--- src/rtl/md_pkg.sv ---
// -----------------------------------------------------------------------------
// md_pkg
// Shared definitions for the HI/LO multiply/divide sequencer:
//   - default operand and iteration-counter widths
//   - mul/div operation encodings as presented on op_i
//   - sequencer state encoding
//   - small helpers that decode an operation code
// -----------------------------------------------------------------------------
package md_pkg;

   localparam int MD_DATA_W = 32;
   localparam int MD_CNT_W  = 6;

   typedef enum logic [1:0] {
      MD_MULT  = 2'd0,
      MD_MULTU = 2'd1,
      MD_DIV   = 2'd2,
      MD_DIVU  = 2'd3
   } md_op_e;

   typedef enum logic [1:0] {
      ST_IDLE = 2'd0,
      ST_CALC = 2'd1,
      ST_FIX  = 2'd2,
      ST_DONE = 2'd3
   } md_state_e;

   // Signed variants are MULT and DIV.
   function automatic logic is_signed_op(input logic [1:0] op);
      return (op == MD_MULT) || (op == MD_DIV);
   endfunction

   // Divide variants are DIV and DIVU.
   function automatic logic is_div_op(input logic [1:0] op);
      return (op == MD_DIV) || (op == MD_DIVU);
   endfunction

endpackage

--- src/rtl/md_step.sv ---
// -----------------------------------------------------------------------------
// md_step
// Combinational single iteration of the radix-2 multiply/divide core.
// Ports:
//   div_i  : 0 = shift-add multiply step, 1 = restoring shift-subtract step
//   acc_i  : accumulator (product high half / partial remainder)
//   sr_i   : shift register (multiplier -> product low half /
//            dividend -> quotient)
//   opnd_i : multiplicand (multiply) or divisor (divide) magnitude
//   acc_o  : next accumulator
//   sr_o   : next shift register
// -----------------------------------------------------------------------------
module md_step #(
   parameter int DATA_W = 32
) (
   input  logic              div_i,
   input  logic [DATA_W-1:0] acc_i,
   input  logic [DATA_W-1:0] sr_i,
   input  logic [DATA_W-1:0] opnd_i,
   output logic [DATA_W-1:0] acc_o,
   output logic [DATA_W-1:0] sr_o
);

   logic [DATA_W:0] addend;    // acc plus optional multiplicand, with carry
   logic [DATA_W:0] shifted;   // partial remainder after shifting in a dividend bit
   logic [DATA_W:0] rem_sub;   // shifted minus divisor
   logic            fits;      // divisor fits: quotient bit is 1

   always_comb begin
      addend  = sr_i[0] ? ({1'b0, acc_i} + {1'b0, opnd_i}) : {1'b0, acc_i};
      shifted = {acc_i, sr_i[DATA_W-1]};
      fits    = (shifted >= {1'b0, opnd_i});
      rem_sub = shifted - {1'b0, opnd_i};

      if (div_i) begin
         // The partial remainder is always below the divisor, so the kept
         // value fits back into DATA_W bits whichever branch is taken.
         acc_o = DATA_W'(fits ? rem_sub : shifted);
         sr_o  = {sr_i[DATA_W-2:0], fits};
      end else begin
         // Shift {carry, acc, sr} right by one; the bit leaving acc becomes
         // the next product bit at the top of sr.
         acc_o = addend[DATA_W:1];
         sr_o  = {addend[0], sr_i[DATA_W-1:1]};
      end
   end

endmodule

--- src/rtl/hilo_md_ctrl.sv ---
// -----------------------------------------------------------------------------
// hilo_md_ctrl
// Multi-cycle multiply/divide sequencer owning the HI/LO register pair.
// Runs 32 radix-2 iterations on operand magnitudes, applies sign correction,
// commits the result to HI/LO and stalls the front of the pipeline meanwhile.
// Ports:
//   clk_i    : clock, rising edge
//   rst_ni   : asynchronous active-low reset
//   start_i  : EX holds a mul/div instruction
//   op_i     : 0=MULT 1=MULTU 2=DIV 3=DIVU
//   src_a_i  : rs value (multiplicand / dividend, MTHI/MTLO data)
//   src_b_i  : rt value (multiplier / divisor)
//   mthi_i   : write src_a_i to HI (idle only)
//   mtlo_i   : write src_a_i to LO (idle only)
//   flush_i  : cancel in-flight operation
//   stall_o  : freeze PC, IF/ID, ID/EX
//   done_o   : one-cycle pulse after HI/LO commit
//   hi_o     : HI register
//   lo_o     : LO register
// -----------------------------------------------------------------------------
module hilo_md_ctrl
   import md_pkg::*;
#(
   parameter int DATA_W = MD_DATA_W,
   parameter int CNT_W  = MD_CNT_W
) (
   input  logic              clk_i,
   input  logic              rst_ni,
   input  logic              start_i,
   input  logic [1:0]        op_i,
   input  logic [DATA_W-1:0] src_a_i,
   input  logic [DATA_W-1:0] src_b_i,
   input  logic              mthi_i,
   input  logic              mtlo_i,
   input  logic              flush_i,
   output logic              stall_o,
   output logic              done_o,
   output logic [DATA_W-1:0] hi_o,
   output logic [DATA_W-1:0] lo_o
);

   md_state_e         state_q, state_d;
   logic [CNT_W-1:0]  cnt_q, cnt_d;
   logic              div_q, div_d;
   logic              neg_res_q, neg_res_d;   // negate product / quotient
   logic              neg_rem_q, neg_rem_d;   // negate remainder
   logic [DATA_W-1:0] acc_q, acc_d;
   logic [DATA_W-1:0] sr_q, sr_d;
   logic [DATA_W-1:0] opnd_q, opnd_d;
   logic [DATA_W-1:0] hi_q, hi_d;
   logic [DATA_W-1:0] lo_q, lo_d;

   logic [DATA_W-1:0] step_acc, step_sr;

   md_step #(.DATA_W(DATA_W)) u_step (
      .div_i  (div_q),
      .acc_i  (acc_q),
      .sr_i   (sr_q),
      .opnd_i (opnd_q),
      .acc_o  (step_acc),
      .sr_o   (step_sr)
   );

   // Operand magnitudes; the core itself is purely unsigned.
   logic              sgn_op;
   logic [DATA_W-1:0] mag_a, mag_b;
   assign sgn_op = is_signed_op(op_i);
   assign mag_a  = (sgn_op && src_a_i[DATA_W-1]) ? -src_a_i : src_a_i;
   assign mag_b  = (sgn_op && src_b_i[DATA_W-1]) ? -src_b_i : src_b_i;

   // Sign fix-up. 0x80000000 / -1 needs no special case: the magnitude
   // quotient 0x80000000 negates to itself and the remainder is zero.
   logic [2*DATA_W-1:0] prod_mag, prod_fix;
   logic [DATA_W-1:0]   quo_fix, rem_fix;
   assign prod_mag = {acc_q, sr_q};
   assign prod_fix = neg_res_q ? -prod_mag : prod_mag;
   assign quo_fix  = neg_res_q ? -sr_q : sr_q;
   assign rem_fix  = neg_rem_q ? -acc_q : acc_q;

   always_comb begin
      state_d   = state_q;
      cnt_d     = cnt_q;
      div_d     = div_q;
      neg_res_d = neg_res_q;
      neg_rem_d = neg_rem_q;
      acc_d     = acc_q;
      sr_d      = sr_q;
      opnd_d    = opnd_q;
      hi_d      = hi_q;
      lo_d      = lo_q;

      case (state_q)
         ST_IDLE: begin
            if (start_i && !flush_i) begin
               div_d     = is_div_op(op_i);
               neg_res_d = sgn_op && (src_a_i[DATA_W-1] ^ src_b_i[DATA_W-1]);
               neg_rem_d = sgn_op && src_a_i[DATA_W-1];
               acc_d     = '0;
               sr_d      = mag_a;
               opnd_d    = mag_b;
               cnt_d     = '0;
               // Divide by zero skips the core and leaves HI/LO untouched.
               if (is_div_op(op_i) && (src_b_i == '0)) state_d = ST_DONE;
               else                                    state_d = ST_CALC;
            end else begin
               if (mthi_i) hi_d = src_a_i;
               if (mtlo_i) lo_d = src_a_i;
            end
         end

         ST_CALC: begin
            if (flush_i) begin
               state_d = ST_IDLE;
               cnt_d   = '0;
            end else begin
               acc_d = step_acc;
               sr_d  = step_sr;
               if (cnt_q == CNT_W'(DATA_W - 1)) begin
                  state_d = ST_FIX;
                  cnt_d   = '0;
               end else begin
                  cnt_d = cnt_q + CNT_W'(1);
               end
            end
         end

         ST_FIX: begin
            if (flush_i) begin
               state_d = ST_IDLE;
            end else begin
               state_d = ST_DONE;
               if (div_q) begin
                  hi_d = rem_fix;
                  lo_d = quo_fix;
               end else begin
                  hi_d = prod_fix[2*DATA_W-1:DATA_W];
                  lo_d = prod_fix[DATA_W-1:0];
               end
            end
         end

         ST_DONE: begin
            // The instruction is leaving EX; a start seen now is not new work.
            state_d = ST_IDLE;
         end

         default: state_d = ST_IDLE;
      endcase
   end

   always_ff @(posedge clk_i or negedge rst_ni) begin
      if (!rst_ni) begin
         state_q   <= ST_IDLE;
         cnt_q     <= '0;
         div_q     <= 1'b0;
         neg_res_q <= 1'b0;
         neg_rem_q <= 1'b0;
         acc_q     <= '0;
         sr_q      <= '0;
         opnd_q    <= '0;
         hi_q      <= '0;
         lo_q      <= '0;
      end else begin
         state_q   <= state_d;
         cnt_q     <= cnt_d;
         div_q     <= div_d;
         neg_res_q <= neg_res_d;
         neg_rem_q <= neg_rem_d;
         acc_q     <= acc_d;
         sr_q      <= sr_d;
         opnd_q    <= opnd_d;
         hi_q      <= hi_d;
         lo_q      <= lo_d;
      end
   end

   assign stall_o = ((state_q == ST_IDLE) && start_i) ||
                    (state_q == ST_CALC) || (state_q == ST_FIX);
   assign done_o  = (state_q == ST_DONE);
   assign hi_o    = hi_q;
   assign lo_o    = lo_q;

endmodule

--- config.mk ---
export PLATFORM = sky130hd
export DESIGN_NAME = hilo_md_ctrl
export DESIGN_NICKNAME = d
export VERILOG_FILES = /design/src/rtl/md_pkg.sv /design/src/rtl/md_step.sv /design/src/rtl/hilo_md_ctrl.sv
export SDC_FILE = /design/constraint.sdc
export NUM_CORES = 1
export LEC_CHECK = 0
export ABC_AREA = 1
export CAP_MARGIN = 20
export CORE_MARGIN = 5
export CORE_UTILIZATION = 40
export DETAILED_ROUTE_END_ITERATION = 6
export PLACE_DENSITY_LB_ADDON = 0.25
export REMOVE_ABC_BUFFERS = 1
export SLEW_MARGIN = 25
export SYNTH_ARGS = -nofsm -noshare
export SYNTH_HDL_FRONTEND = slang
export SYNTH_SLANG_ARGS = --single-unit
--- constraint.sdc ---
create_clock -name clk_i -period 2.42 [get_ports clk_i]
set_input_delay 0.363 -clock clk_i [delete_from_list [all_inputs] [get_ports clk_i]]
set_output_delay 0.363 -clock clk_i [all_outputs]
set_load 0.02 [all_outputs]
* Word-level counts from Yosys, hierarchy flattened
Index checks and enable logic that the tools add are counted.
** Storage, ports and cells
- Flip-flop bits (word level) :: 171
- Input bits :: 72
- Output and inout bits :: 66
- Word-level logic and storage cells :: 90
** Operators by class
- $add $sub $neg :: 8
- $lt $le $gt $ge :: 1
- Equal/unequal tests :: 13
- Mux-type cells :: 35
- Bitwise operators :: 1
- Reduce and logical (&&, ||, !) cells :: 22
** Operators by type and width (number)
- two-way mux 32 bit :: 19
- case mux 32 bit (2 select lines) :: 4
- negator 32 bit :: 4
- two-way mux 64 bit :: 1
- negator 64 bit :: 1
- adder 32 x 32 -> 33 bit :: 1
- greater-or-equal comparator 33 x 32 -> 1 bit :: 1
- two-way mux 33 bit :: 1
- zero test 32 bit :: 1
- subtractor 32 bit :: 1
- two-way mux 6 bit :: 3
- != test 2 bit (second input constant) :: 6
- case mux 6 bit (2 select lines) :: 1
- two-way mux 2 bit :: 5
- == test 2 bit (second input constant) :: 4
- case mux 2 bit (4 select lines) :: 1
- AND reduction 4 bit :: 2
- adder 6 x 1 -> 6 bit (second input constant) :: 1
- == test 6 x 5 -> 1 bit (second input constant) :: 1
- logical AND 1 bit :: 6
- AND reduction 2 bit :: 3
- zero test 2 bit :: 2
- logical OR 1 bit :: 4
- nonzero test 2 bit :: 2
- other kinds (5) :: 5

* Longest topological paths before layout
- Depth after elaboration :: 6
- Depth in mapped cells :: 18
- Depth with buffers taken out :: 17

* Cells and area by module
Synthesis repeated with hierarchy kept, for this count alone.
** Second synthesis, totals
- Cell total of the unflattened synthesis :: 3116
- Area, all modules :: 17844.6 um^2
** Modules (own cells, without submodules)
- hilo_md_ctrl :: times used 1, cells each 1744, area an instance 11327.1 um^2, seq. area each 4279.1 um^2
- md_step :: times used 1, cells each 1372, area an instance 6517.5 um^2, seq. area each 0.0 um^2

* Worst setup path before layout
OpenSTA, ideal clock, no wires.
- Path type :: reg2reg
- Start :: register acc_q[14]
- End :: register acc_q[0]
- Setup time :: 123 ps
- Arrival :: 2033 ps
- Data required time :: 2297 ps
- Path slack :: 264 ps
- Cell stages (with the launch flop) :: 15
- Path buffers :: 1
- Period minus slack after synthesis :: 2156 ps
- Cells stage by stage :: dfrtp_1 ha_1 nand2_1 inv_2 nand2_1 inv_1 a21oi_2 nand3_1 nand2_1 nand2_2 buf_6 inv_1 nor2_1 o21ai_0 nand2_1
** Between the ends
- Word-level cells in the longest chain between the ends :: 5
** Ends and longest elaborated chain
- start: declaration :: line hilo_md_ctrl.sv:47 : logic [DATA_W-1:0] acc_q, acc_d;
- start signal: assignment :: line hilo_md_ctrl.sv:158 : acc_q <= '0;
- start signal: assignment :: line hilo_md_ctrl.sv:169 : acc_q <= acc_d;
- greater-or-equal comparator 33 x 32 -> 1 bit :: line md_step.sv:32 : fits = (shifted >= {1'b0, opnd_i});
- two-way mux 32 bit :: line md_step.sv:38 : acc_o = DATA_W'(fits ? rem_sub : shifted);
- two-way mux 32 bit :: line md_step.sv:35 : if (div_i) begin
- two-way mux 32 bit :: line hilo_md_ctrl.sv:112 : if (flush_i) begin
- case mux 32 bit (2 select lines) :: line hilo_md_ctrl.sv:92 : case (state_q)
No other way between the ends. The select of a mux whose other input is x is not followed.
A chain may end at the register's enable or synchronous reset.

* Worst setup path in the final report
- Start :: register opnd_q[10]
- End :: register acc_q[5]
** Between the ends
- Word-level cells in the longest chain between the ends :: 5
** Ends and longest elaborated chain
- start: declaration :: line hilo_md_ctrl.sv:49 : logic [DATA_W-1:0] opnd_q, opnd_d;
- start signal: assignment :: line hilo_md_ctrl.sv:171 : opnd_q <= opnd_d;
- greater-or-equal comparator 33 x 32 -> 1 bit :: line md_step.sv:32
- two-way mux 32 bit :: line md_step.sv:38
- two-way mux 32 bit :: line md_step.sv:35
- two-way mux 32 bit :: line hilo_md_ctrl.sv:112
- case mux 32 bit (2 select lines) :: line hilo_md_ctrl.sv:92
No other way between the ends. The select of a mux whose other input is x is not followed.

==> reports/metrics.csv <==
metric;value;unit
rsz0062_at_grt;yes;
nets;3567;
cp.arrival;2.74;ns
grt_antenna_before_repair;0;
grt_util_all_layers;31.5;%
path_cells;inv_2 -> ha_4 -> buf_4 -> nand2_1 -> nand2_1 -> nand2_1 -> nand2_1 -> a21oi_2 -> nand3_2 -> nand2_2 -> nand2_4 -> nor2_4 -> buf_4 -> inv_1 -> nor2_1 -> o21ai_1;
rr_worst_depth;16;
die_h;219;um
reg2reg_slack;0.04;ns
fmax;0.420;GHz
syn-cell-area;0.0176;mm2
finalSetupViolations;0;
floorplan.initialDensity;40.6;%
critPathMostFrequentCell;nand2_1;
totalWireLength;77.5;mm
worst_slew_pin_slew;0.585;ns
diodes;0;
start_kind;flop;
finalHoldViolations;0;
synth_top_area_share;24.4;%
ys_ff_latch;171;
fin_hold_ws;0.383;ns
port_buffers;137;
viasPerCell;5.44;
yosys.area.top_type;dfrtp_1;
synth_cell_types;49;
first_iter_violations;2074;
io_pins;138;
cp.depth;16;
critical_path_class;reg -> reg;
finalCritPeriodShare;98.4;%
wl_per_cell;19.3;um
placed_area;0.0218;mm2
dr.pass1.iters;6;
crit_slowest_cell;dfrtp_1;
grt_pass1_vias;21000;
end_kind;flop;
rows;76;
synth.avg_cell_area;5.78;um2
ctsRootBufferMaster;clkbuf_16;
crit_required;2.77;ns
syn_inst;3038;
drive_gt1_share;16.0;%
synth-edff-count;0;
synth_most_common_cell;nand2_1;
clkPwrFrac;8.9;%
combPwrFrac;75.9;%
core;0.0433;mm2
ys_warn_count;0;
status;finished clean;
r2r-start;opnd_q[10];
drc;0;
min_path_type;in -> async;
final_max_slew_viol_count;0;
power_density;1530;mW/mm2
power.leakage;11.6;nW
tritoncts;yes;
ctsLongestPathBuffers;2;
fin_util;53.8;%
critPathLaunch;opnd_q[10];
synth-seq-area-share;24.4;%
dp_hpwl;61.6;mm
tns;0;ns
finalPower;35.6;mW
grt_pass1_wl;118;mm
p_int;16.5;mW
synthTopCellsByCount;929 x nand2_1, 405 x inv_1, 367 x nor2_1, 303 x nand3_1, 196 x o21ai_0;
overflow;0;
finalCriticalPeriod;2.38;ns
netSwitchingFraction;53.5;%
peakVddDrop;0.000749;V
endpoint;acc_q[5];
cp_max_fo;7;
synthArstFlopShare;100;%
vias;21900;
clkTransAtPathRegs;0.08;ns
critPathMaxStageDelay;0.43;ns
skew;0.0160;ns
synthTopCellsByArea;dfrtp_1 24%, nand2_1 20%, inv_1 8.7%;
grt_max_degree;88;
cts_buffers;17;
worst_path_dominant_cell_family;simple AND/OR/NAND/NOR gates;
netSwitchingPower;19.1;mW
critPathBufInv;4;
timing.max_cap.violations;0;
dieArea;0.0482;mm2
synth_top_flop_cell;dfrtp_1;
power.share.sequential;15.2;%
postLayoutCellArea;0.0233;mm2
htreeDepth;4;
clock_sinks;171;
syn_to_final_growth;32.6;%
relSlewSlack;61.0;%
gp_congestion;1.01;
drtAntennaViolNets;0;
worstSkewPairLatency;0.48;ns
dieWidth;219;um
r2r_end;acc_q[5];
==> power by group through the flow <==
stage / Sequential, mW / Combinational (mW) / Clock, mW
final: 5.42 / 27.0 / 3.17
after global routing: 5.59 / 29.5 / 3.30
after CTS: 5.32 / 25.2 / 3.20
after detailed placement: 5.35 / 25.0 / 0
after global placement: 5.33 / 24.7 / 0
after floorplan: 6.16 / 13.2 / 0
==> cell usage in the layout, fill, tap and decap left out, types with 9 or more instances in the layout <==
cell and count:
a21boi_1 12, a2bb2oi_1 22, nand2_2 35, clkbuf_16 17, a22oi_1 10, nand3b_1 21, or2_0 14, inv_2 20
nand3_1 292, nand4_1 42, buf_12 13, ha_4 27, o211ai_1 10, nor2_4 10, nand2_1 895, xnor2_1 12
ha_1 35, nor2_2 20, clkdlybuf4s50_1 135, nand3_2 10, buf_4 310, or2_2 22, a21oi_2 18, xor2_1 19
o21bai_1 9, o21ai_0 194, dfrtp_1 163, a31oi_1 31, nor3_1 23, inv_1 395, a21oi_1 177, nor2_1 341
==> state kept, by name (all words and copies together) (netlist names) <==
signal / flops
sr_q: 32
acc_q: 32
state_q: 2
neg_res_q: 1
cnt_q: 6
div_q: 1
opnd_q: 32
lo_o: 32
hi_o: 32
neg_rem_q: 1
==> metal layers <==
| metal | global-route usage (%) | share of wire [%] | up-vias |
|---|---|---|---|
| met5 | 0 | 0 | - |
| met4 | 15.9 | 5.3 | 0 |
| met3 | 3.70 | 5.9 | 205 |
| met2 | 54.9 | 48 | 879 |
| met1 | 38.3 | 40 | 10200 |
| li1 | - | - | 10600 |
==> worst min path at each step <==
stage,from,to,slack (ns),depth (start not counted)
6_report,rst_ni,sr_q[7],0.38,2
5_1_grt,rst_ni,sr_q[7],0.41,2
4_1_cts,rst_ni,sr_q[7],0.39,2
3_5_place_dp,rst_ni,sr_q[7],0.33,1
3_3_place_gp,rst_ni,sr_q[7],0.33,1
2_1_floorplan,rst_ni,acc_q[0],0.07,0
==> stage by stage <==
| step | setup slack [ns] | std cells |
|---|---|---|
| final | 0.0379 | 4022 |
| after global routing | -0.0612 | 4022 |
| after CTS | -0.0349 | 4012 |
| after detailed placement | -0.264 | 3979 |
| after global placement | -0.244 | 3979 |
| after floorplan | -2.68 | 2942 |
==> area by class of cell <==
type                            count  area, um2
Clock buffer                       23        488
Clock inverter                      9        159
Fill cell                        4481      20000
Inverter                          418       1570
Multi-Input combinational cell   2353      12000
Sequential cell                   171       4290
Tap cell                          585        732
Timing Repair Buffer              463       3990
==> repair_timing <==
item | in CTS | in global routing
endpoints found under the setup margin | 17 | 42
resized for setup | 15 | 153
hold buffers | 1 | 0
pin swaps | 0 | 16
buffers inserted | 0 | 10
endpoints found under the hold margin | 38 | 0
==> kinds of logic (layout without fill, tap and decap cells) <==
logic type | Yosys count | after routing | share of synthesized area [%]
AO/OA/AOI/OAI | 510 | 510 | 16.2
XOR/XNOR | 31 | 31 | 1.55
adder cells (fa/ha/maj) | 71 | 71 | 5.15
buffers and inverters | 514 | 913 | 11.3
flip-flops | 171 | 171 | 24.4
AND/OR/NAND/NOR | 1741 | 1741 | 41.4
No activity file was read; power rests on OpenSTA's default activity.
